[src/rtl/uart_pkg.sv]
// Shared constants for the UART APB register block: register map,
// STATUS bit positions and the transfer FSM state type.
package uart_pkg;

  localparam logic [7:0] ADDR_DATA   = 8'h00;
  localparam logic [7:0] ADDR_STATUS = 8'h01;
  localparam logic [7:0] ADDR_DIV_LO = 8'h02;
  localparam logic [7:0] ADDR_DIV_HI = 8'h03;
  localparam logic [7:0] ADDR_CTRL   = 8'h04;

  localparam int STAT_RX_EMPTY = 0;
  localparam int STAT_RX_FULL  = 1;
  localparam int STAT_TX_EMPTY = 2;
  localparam int STAT_TX_FULL  = 3;
  localparam int STAT_DONE     = 4;

  typedef enum logic [1:0] {
    ST_IDLE,
    ST_RD_WAIT,
    ST_RESP
  } ctrl_state_e;

  typedef enum logic [2:0] {
    SEL_DATA,
    SEL_STATUS,
    SEL_DIV_LO,
    SEL_DIV_HI,
    SEL_CTRL,
    SEL_NONE
  } reg_sel_e;

endpackage

[src/rtl/uart_apb_ctrl.sv]
// APB slave front end for a UART: register decode, FIFO push/pop strobes,
// baud divisor storage and the transmit-done sticky flag.
//
// state      | meaning
// -----------+--------------------------------------------------------
// ST_IDLE    | waiting for an access phase; decode + side effects here
// ST_RD_WAIT | RX FIFO popped, capturing its data_out into PRDATA
// ST_RESP    | PREADY high for one cycle
module uart_apb_ctrl
  import uart_pkg::*;
#(
  parameter int          D_W     = 8,
  parameter int          DIV_W   = 16,
  parameter int          APB_AW  = 8,
  parameter int unsigned DIV_RST = 54
) (
  input  logic              clk,
  input  logic              rst,
  input  logic [APB_AW-1:0] PADDR,
  input  logic              PSEL,
  input  logic              PENABLE,
  input  logic              PWRITE,
  input  logic [D_W-1:0]    PWDATA,
  output logic              PREADY,
  output logic [D_W-1:0]    PRDATA,
  output logic              PSLVERR,
  output logic              rx_rd_en,
  input  logic [D_W-1:0]    rx_rdata,
  input  logic              rx_empty,
  input  logic              rx_full,
  output logic              tx_wr_en,
  output logic [D_W-1:0]    tx_wdata,
  input  logic              tx_full,
  input  logic              tx_empty,
  input  logic              tx_done,
  output logic [DIV_W-1:0]  divxr,
  output logic              tx_start
);

  localparam int HI_W = DIV_W - 8;

  ctrl_state_e      state, state_nxt;
  reg_sel_e         sel;
  logic             access;
  logic             done_sticky;
  logic             err;
  logic             clr_sticky;
  logic             div_wr;
  logic [DIV_W-1:0] div_nxt;
  logic [DIV_W-1:0] div_lo_cand;
  logic [DIV_W-1:0] div_hi_cand;
  logic [D_W-1:0]   rd_val;
  logic [D_W-1:0]   status_val;

  // Strobes are combinational on the decode cycle, so reset must gate them.
  assign access = (state == ST_IDLE) && PSEL && PENABLE && !rst;

  always_comb begin
    if (PADDR == APB_AW'(ADDR_DATA))        sel = SEL_DATA;
    else if (PADDR == APB_AW'(ADDR_STATUS)) sel = SEL_STATUS;
    else if (PADDR == APB_AW'(ADDR_DIV_LO)) sel = SEL_DIV_LO;
    else if (PADDR == APB_AW'(ADDR_DIV_HI)) sel = SEL_DIV_HI;
    else if (PADDR == APB_AW'(ADDR_CTRL))   sel = SEL_CTRL;
    else                                    sel = SEL_NONE;
  end

  // A tx_done landing on the decode cycle must be visible in that read.
  always_comb begin
    status_val                = '0;
    status_val[STAT_RX_EMPTY] = rx_empty;
    status_val[STAT_RX_FULL]  = rx_full;
    status_val[STAT_TX_EMPTY] = tx_empty;
    status_val[STAT_TX_FULL]  = tx_full;
    status_val[STAT_DONE]     = done_sticky | tx_done;
  end

  always_comb begin
    div_lo_cand            = divxr;
    div_lo_cand[7:0]       = 8'(PWDATA);
    div_hi_cand            = divxr;
    div_hi_cand[DIV_W-1:8] = HI_W'(PWDATA);
  end

  always_comb begin
    state_nxt  = state;
    rx_rd_en   = 1'b0;
    tx_wr_en   = 1'b0;
    tx_wdata   = '0;
    tx_start   = 1'b0;
    div_wr     = 1'b0;
    div_nxt    = divxr;
    rd_val     = '0;
    err        = 1'b0;
    clr_sticky = 1'b0;
    case (state)
      ST_IDLE: begin
        if (access) begin
          state_nxt = ST_RESP;
          case (sel)
            SEL_DATA: begin
              if (PWRITE) begin
                if (tx_full) begin
                  err = 1'b1;
                end else begin
                  tx_wr_en = 1'b1;
                  tx_wdata = PWDATA;
                end
              end else if (rx_empty) begin
                err = 1'b1;
              end else begin
                rx_rd_en  = 1'b1;
                state_nxt = ST_RD_WAIT;
              end
            end
            SEL_STATUS: begin
              if (PWRITE) begin
                err = 1'b1;
              end else begin
                rd_val     = status_val;
                clr_sticky = 1'b1;
              end
            end
            SEL_DIV_LO: begin
              if (!PWRITE) begin
                rd_val = D_W'(divxr[7:0]);
              end else if (div_lo_cand == '0) begin
                err = 1'b1;
              end else begin
                div_wr  = 1'b1;
                div_nxt = div_lo_cand;
              end
            end
            SEL_DIV_HI: begin
              if (!PWRITE) begin
                rd_val = D_W'(divxr[DIV_W-1:8]);
              end else if (div_hi_cand == '0) begin
                err = 1'b1;
              end else begin
                div_wr  = 1'b1;
                div_nxt = div_hi_cand;
              end
            end
            SEL_CTRL: begin
              if (PWRITE) tx_start = PWDATA[0];
            end
            default: err = 1'b1;
          endcase
        end
      end
      ST_RD_WAIT: state_nxt = PSEL ? ST_RESP : ST_IDLE;
      ST_RESP:    state_nxt = ST_IDLE;
      default:    state_nxt = ST_IDLE;
    endcase
  end

  always_ff @(posedge clk) begin
    if (rst) begin
      state       <= ST_IDLE;
      PREADY      <= 1'b0;
      PSLVERR     <= 1'b0;
      PRDATA      <= '0;
      divxr       <= DIV_W'(DIV_RST);
      done_sticky <= 1'b0;
    end else begin
      state  <= state_nxt;
      PREADY <= (state_nxt == ST_RESP);
      if (access) begin
        PSLVERR <= err;
        PRDATA  <= rd_val;
      end
      if (state == ST_RD_WAIT) PRDATA <= rx_rdata;
      if (div_wr) divxr <= div_nxt;
      if (tx_done)         done_sticky <= 1'b1;
      else if (clr_sticky) done_sticky <= 1'b0;
    end
  end

endmodule

[config.mk]
export PLATFORM = sky130hd
export DESIGN_NAME = uart_apb_ctrl
export DESIGN_NICKNAME = d
export VERILOG_FILES = /design/src/rtl/uart_pkg.sv /design/src/rtl/uart_apb_ctrl.sv
export SDC_FILE = /design/constraint.sdc
export NUM_CORES = 1
export LEC_CHECK = 0
export BUFFER_PORTS_ARGS = -buffer_cell sky130_fd_sc_hd__clkbuf_2
export CORE_ASPECT_RATIO = 0.8
export CORE_MARGIN = 5
export CORE_UTILIZATION = 35
export DETAILED_ROUTE_END_ITERATION = 8
export PLACE_DENSITY = 0.69
export SLEW_MARGIN = 20
export SYNTH_ARGS = -nofsm -noshare
export SYNTH_HDL_FRONTEND = slang
export SYNTH_SLANG_ARGS = --single-unit
[constraint.sdc]
create_clock -name clk -period 1.8 [get_ports clk]
set_input_delay 0.09 -clock clk [delete_from_list [all_inputs] [get_ports clk]]
set_output_delay 0.09 -clock clk [all_outputs]
set_load 0.01 [all_outputs]
After elaboration in Yosys (flattened, before gate mapping). Index checks and enable logic that the tools add are counted.

Mux-type cells: 65. Divide/modulo/power cells: 0. Order comparisons: 0. Bitwise operators: 5. Shift-type cells: 0. Equality and inequality tests: 10. Reductions and logical operators: 13. Add/sub/neg operators: 0. Multiply operators: 0.

Operators by type and width (count): $mux W8 (12); $mux W1 (36); $logic_not A16 Y1 (2); $mux W16 (2); $pmux W16 S2 (1); $pmux W8 S3 (1); $eq A8 B2 Y1 const B (2); $reduce_and A7 Y1 (2); $mux W3 (4); $mux W2 (5); $eq A8 B1 Y1 const B (1); $eq A8 B3 Y1 const B (1); $logic_not A8 Y1 (1); $eq A3 B2 Y1 const B (2); $mux W5 (1); $pmux W1 S5 (1); $not A1 Y1 (4); $pmux W2 S2 (1); $reduce_bool A2 Y1 (2); $eq A3 B1 Y1 const B (1); $eq A3 B3 Y1 const B (1); $logic_and A1 B1 Y1 (3); $logic_not A3 Y1 (1); $eq A2 B1 Y1 const B (1); other kinds (5) (5).

Output and inout port bits: 37. Bits in writable memories: 0. Bits in latches: 0. Memories kept: 0. Bits in read-only memories: 0. Register bits: 29. Input port bits: 34.

Longest topological paths before layout.
Depth in word-level cells: 12. Mapped depth: 6.

Worst setup path before layout. Ideal clock, no wire load.

Path kind: flip-flop to flip-flop. From: reg state[1]. To: reg PSLVERR. Path buffers: 2. Data arrival time: 1.765 ns. Setup slack: -0.093 ns. Stages on the path, launching flop included: 7. Path through: dfxtp_1 > or3b_1 > or4_4 > buf_6 > buf_6 > o32ai_2 > o31ai_1.

Longest elaborated chain between the ends: 4. Elaborated cells between the ends (all ways): 5. Those cells by class: mux (1); reduce/logical (4).

RTL lines: from (decl) (RTL line uart_apb_ctrl.sv:42) `ctrl_state_e state, state_nxt;`; from (signal assigned) (RTL line uart_apb_ctrl.sv:165) `state <= state_nxt;`; $logic_not A2 Y1 * (RTL line uart_apb_ctrl.sv:56, uart_apb_ctrl.sv:95); $logic_and A1 B1 Y1 (3 in a row) (RTL line uart_apb_ctrl.sv:56) `assign access = (state == ST_IDLE) && PSEL && PENABLE && !rst;`; to (signal assigned) (RTL line uart_apb_ctrl.sv:168) `PSLVERR <= err;`; to (decl) (RTL line uart_apb_ctrl.sv:26) `output logic PSLVERR,`.

Every way passes the cells marked *; elsewhere a longest branch is shown, timed or not. A chain may end at the register's enable or synchronous reset.

Worst setup path after layout.
From: reg state[1]. To: out tx_start.

Longest elaborated chain between the ends: 6.

RTL lines: $logic_not A2 Y1 * (RTL line uart_apb_ctrl.sv:56, uart_apb_ctrl.sv:95); $logic_and A1 B1 Y1 (3 in a row) (RTL line uart_apb_ctrl.sv:56); $mux W1 (RTL line uart_apb_ctrl.sv:97) `if (access) begin`; $mux W1 * (RTL line uart_apb_ctrl.sv:95) `case (state)`; to (decl) (RTL line uart_apb_ctrl.sv:37) `output logic tx_start`.

Marks and branches as above.

==> impl_metrics.yaml <==
pwr:
  combPwrFrac_pct: 12.2
  swShare_pct: 22.74
  power.total_w: 0.001669
  ir_drop_uv: 357.0
  power_density_nw_per_um2: 642.0
  switching_power_w: 0.0003796
  p_clk_share_pct: 48.9
  p_seq_share_pct: 38.9
  leakage_nw: 1.143
  p_int_w: 0.001290
clock_tree:
  cts_made_buffers: 5
  htreeDepth: 2
  hold_buffers: 0
  clkTransAtPathRegs_ps: 70
  cts_root_buf: "clkbuf_8"
  clock-sinks: 29
  clock_path_buffers: 2
  cts_tree: "built"
  clk_latency_ps: 290
hold_path:
  min_path_type: "input pin to flip-flop"
floorplanning:
  fp-row-count: 22
  fp.coreArea_um2: 4652
  ios: 71
  die_w_um: 87.99
  dieArea_um2: 6369
  die_h_um: 72.39
  initial_utilization_pct: 36.61
routing:
  routed_wl_um: 6213
  ant_nets: 0
  drt_first_pass_iters: 6
  num_vias: 1988
  avgRoutedWirePerCell_um: 17.40
  drc_errors: 0
  drtIter0Drc: 175
  vias_per_cell: 5.569
critical_path:
  critical_path_class: "flip-flop to primary output"
  crit_path_end_kind: "primary output"
  crit_family: "simple AND/OR/NAND/NOR gates"
  cp_num_buf_inv: 1
  slowest_stage: "or4_4"
  path_cells: "or3b_4, or4_4, nor2_1, clkbuf_2"
  critPathMaxStageDelay_ps: 580
  startpoint_type: "flip-flop"
  crit_required_ps: 1710
  crit_fanout: 5
  arrival_ps: 1880
grt:
  grt.total_usage_pct: 18.73
  grt_overflow_total: 0
  grt_pass1_wl_um: 9266
  antenna_found_initial: 0
  grt_pass1_vias: 1894
  grt_max_degree: 32
logic_synthesis:
  syn_nets: 226
  synth_seq_area_share_pct: 34.09
  netlist_instances: 192
  ys_warn_count: 0
  netlist-cell-type-count: 35
  synth-seq-cells: 29
  synth_area_um2: 1703
  synth.avg_cell_area_um2: 8.869
sta:
  rsz0062_at_grt: "true"
  slew_headroom_pct: 52.84
  worst_slack_ps: -167.6
  worstMarginPinSlew_ps: 705.9
  period_share_pct: 109.3
  setup_viol: 27
  hold_viol: 0
  clock.fmax_ghz: 0.5082
  period_minus_slack_ps: 1968
  clock_skew_ps: 4.028
  slew_violations: 0
finish:
  layout-drive-gt1-share_pct: 49.83
  final_cells: 357
  fillers: 431
  fin_nets: 330
  num_antenna_cells: 0
  area_growth_pct: 52.68
placed_design:
  dp_slack_ps: -193.7
  dp_cells: 342
  dpl.hpwl_um: 4433
  numPortBuffers: 70
  gp_congestion: 0.9073
flow_run:
  drv_cap: 0
outcome:
  status: "finished, violations left"
  violations: "negative setup slack"
==> power groups by stage <==
| stage | Clock (W) | Sequential (W) | Combinational [W] |
|---|---|---|---|
| final | 0.000816 | 0.000650 | 0.000203 |
| after global routing | 0.000853 | 0.000650 | 0.000220 |
| after CTS | 0.000820 | 0.000650 | 0.000192 |
| after detailed placement | 0 | 0.000664 | 0.000185 |
| after global placement | 0 | 0.000664 | 0.000185 |
| after floorplan | 0 | 0.000665 | 0.0000915 |
==> registers in the layout (all words and copies together), names as in the netlist <==
register and flops:
PSLVERR 1, done_sticky 1, PRDATA 8, PREADY 1, divxr 16, state 2
==> routing by layer <==
metal,part of all wire [%],vias up,global-route usage [%],wire (um)
li1,-,957,-,-
met1,43,915,25.38,2688
met2,44,105,28.26,2764
met3,10,11,4.881,634
met4,2.0,0,7.325,126
met5,0,-,0,0
==> stage by stage <==
stage | hold slack, ps | util, % | instance area (um2) | TNS (ps)
2_1_floorplan | 231.9 | - | 1705 | -584.6
3_3_place_gp | 343.9 | 49.89 | 2321 | -1207
3_5_place_dp | 351.3 | 49.89 | 2321 | -1371
4_1_cts | 53.81 | 54.28 | 2525 | -2440
5_1_grt | 61.98 | 55.89 | 2600 | -5064
6_report | 58.99 | 55.89 | 2600 | -2886
==> layout by cell type, fill, tap and decap left out, types with 2 or more instances in the layout <==
cell,synthesis,layout
or4_1,4,4
bufinv_16,0,2
and3_1,3,2
nor4_1,5,4
buf_4,0,37
or4_4,4,4
buf_6,2,2
clkbuf_2,0,62
a2bb2oi_2,0,3
nand2b_1,2,2
o21ba_2,3,3
mux2_2,4,4
and2_1,10,9
o31ai_1,13,13
nor3_1,4,3
nor2_1,12,11
a22oi_1,4,4
o22ai_1,8,6
o41a_1,2,2
dfxtp_1,29,28
a21oi_1,13,13
nand4_1,13,13
o41ai_4,2,2
inv_1,3,3
clkbuf_8,0,5
nor2b_1,5,5
nand2_1,9,9
buf_2,1,9
mux2i_1,8,8
and3_4,0,2
o22ai_2,0,2
a2bb2oi_1,8,5
==> cell families after synthesis <==
family                 share of synthesized area (%)
AND/OR/NAND/NOR                                26.23
multiplexers                                   7.348
flip-flops                                     34.09
AO/OA/AOI/OAI                                  27.41
buffers and inverters                          4.923
==> final timing paths <==
kind / endpoint / start / slack, ps / depth (start not counted)
setup reg to reg: divxr[2] / state[1] / -150 / 5
setup / recovery: tx_start / state[1] / -170 / 4
hold reg to reg: divxr[0] / divxr[0] / 600 / 3
hold / removal: done_sticky / tx_done / 60 / 2
==> synthesized netlist by cell type (all sizes together) <==
cell / count / area [um2]
clkbuf: 10 / 37.54
or4: 8 / 75.07
nor3: 5 / 36.29
mux2i: 8 / 80.08
nand4: 13 / 81.33
o31ai: 13 / 97.59
a21oi: 13 / 65.06
a2bb2oi: 8 / 70.07
o32ai: 1 / 16.27
nand2: 9 / 33.78
a22oi: 4 / 30.03
or3b: 1 / 8.760
o211ai: 1 / 7.510
nor2: 12 / 45.04
dfxtp: 29 / 580.6
nor4: 5 / 31.28
o41ai: 2 / 55.05
a41oi: 1 / 8.760
a21boi: 1 / 7.510
inv: 3 / 11.26
o21ba: 3 / 30.03
buf: 5 / 35.03
and2: 10 / 62.56
mux2: 4 / 45.04
o41a: 2 / 22.52
and3: 3 / 18.77
a31oi: 1 / 6.260
nand3: 2 / 10.01
nand2b: 2 / 12.51
nor2b: 5 / 31.28
o22ai: 8 / 50.05
==> timing repair <==
action                                  4_1_cts  5_1_grt
endpoints found under the setup margin       24       35
pin swaps                                     2        0
gates resized for setup                       5       22
buffers inserted                              6        1
gates cloned                                  0        1
==> cell type report <==
class	instances	area (um2)	share of cell area [%]
timing repair buffer	111	675.6	25.99
inverter	3	11.26	0.4331
clock buffer	5	68.82	2.647
clock inverter	3	65.06	2.502
sequential	29	581.8	22.38
multi-input combinational	146	1122	43.17
tap	60	75.07	2.887
(Power assumes the default switching activity.)
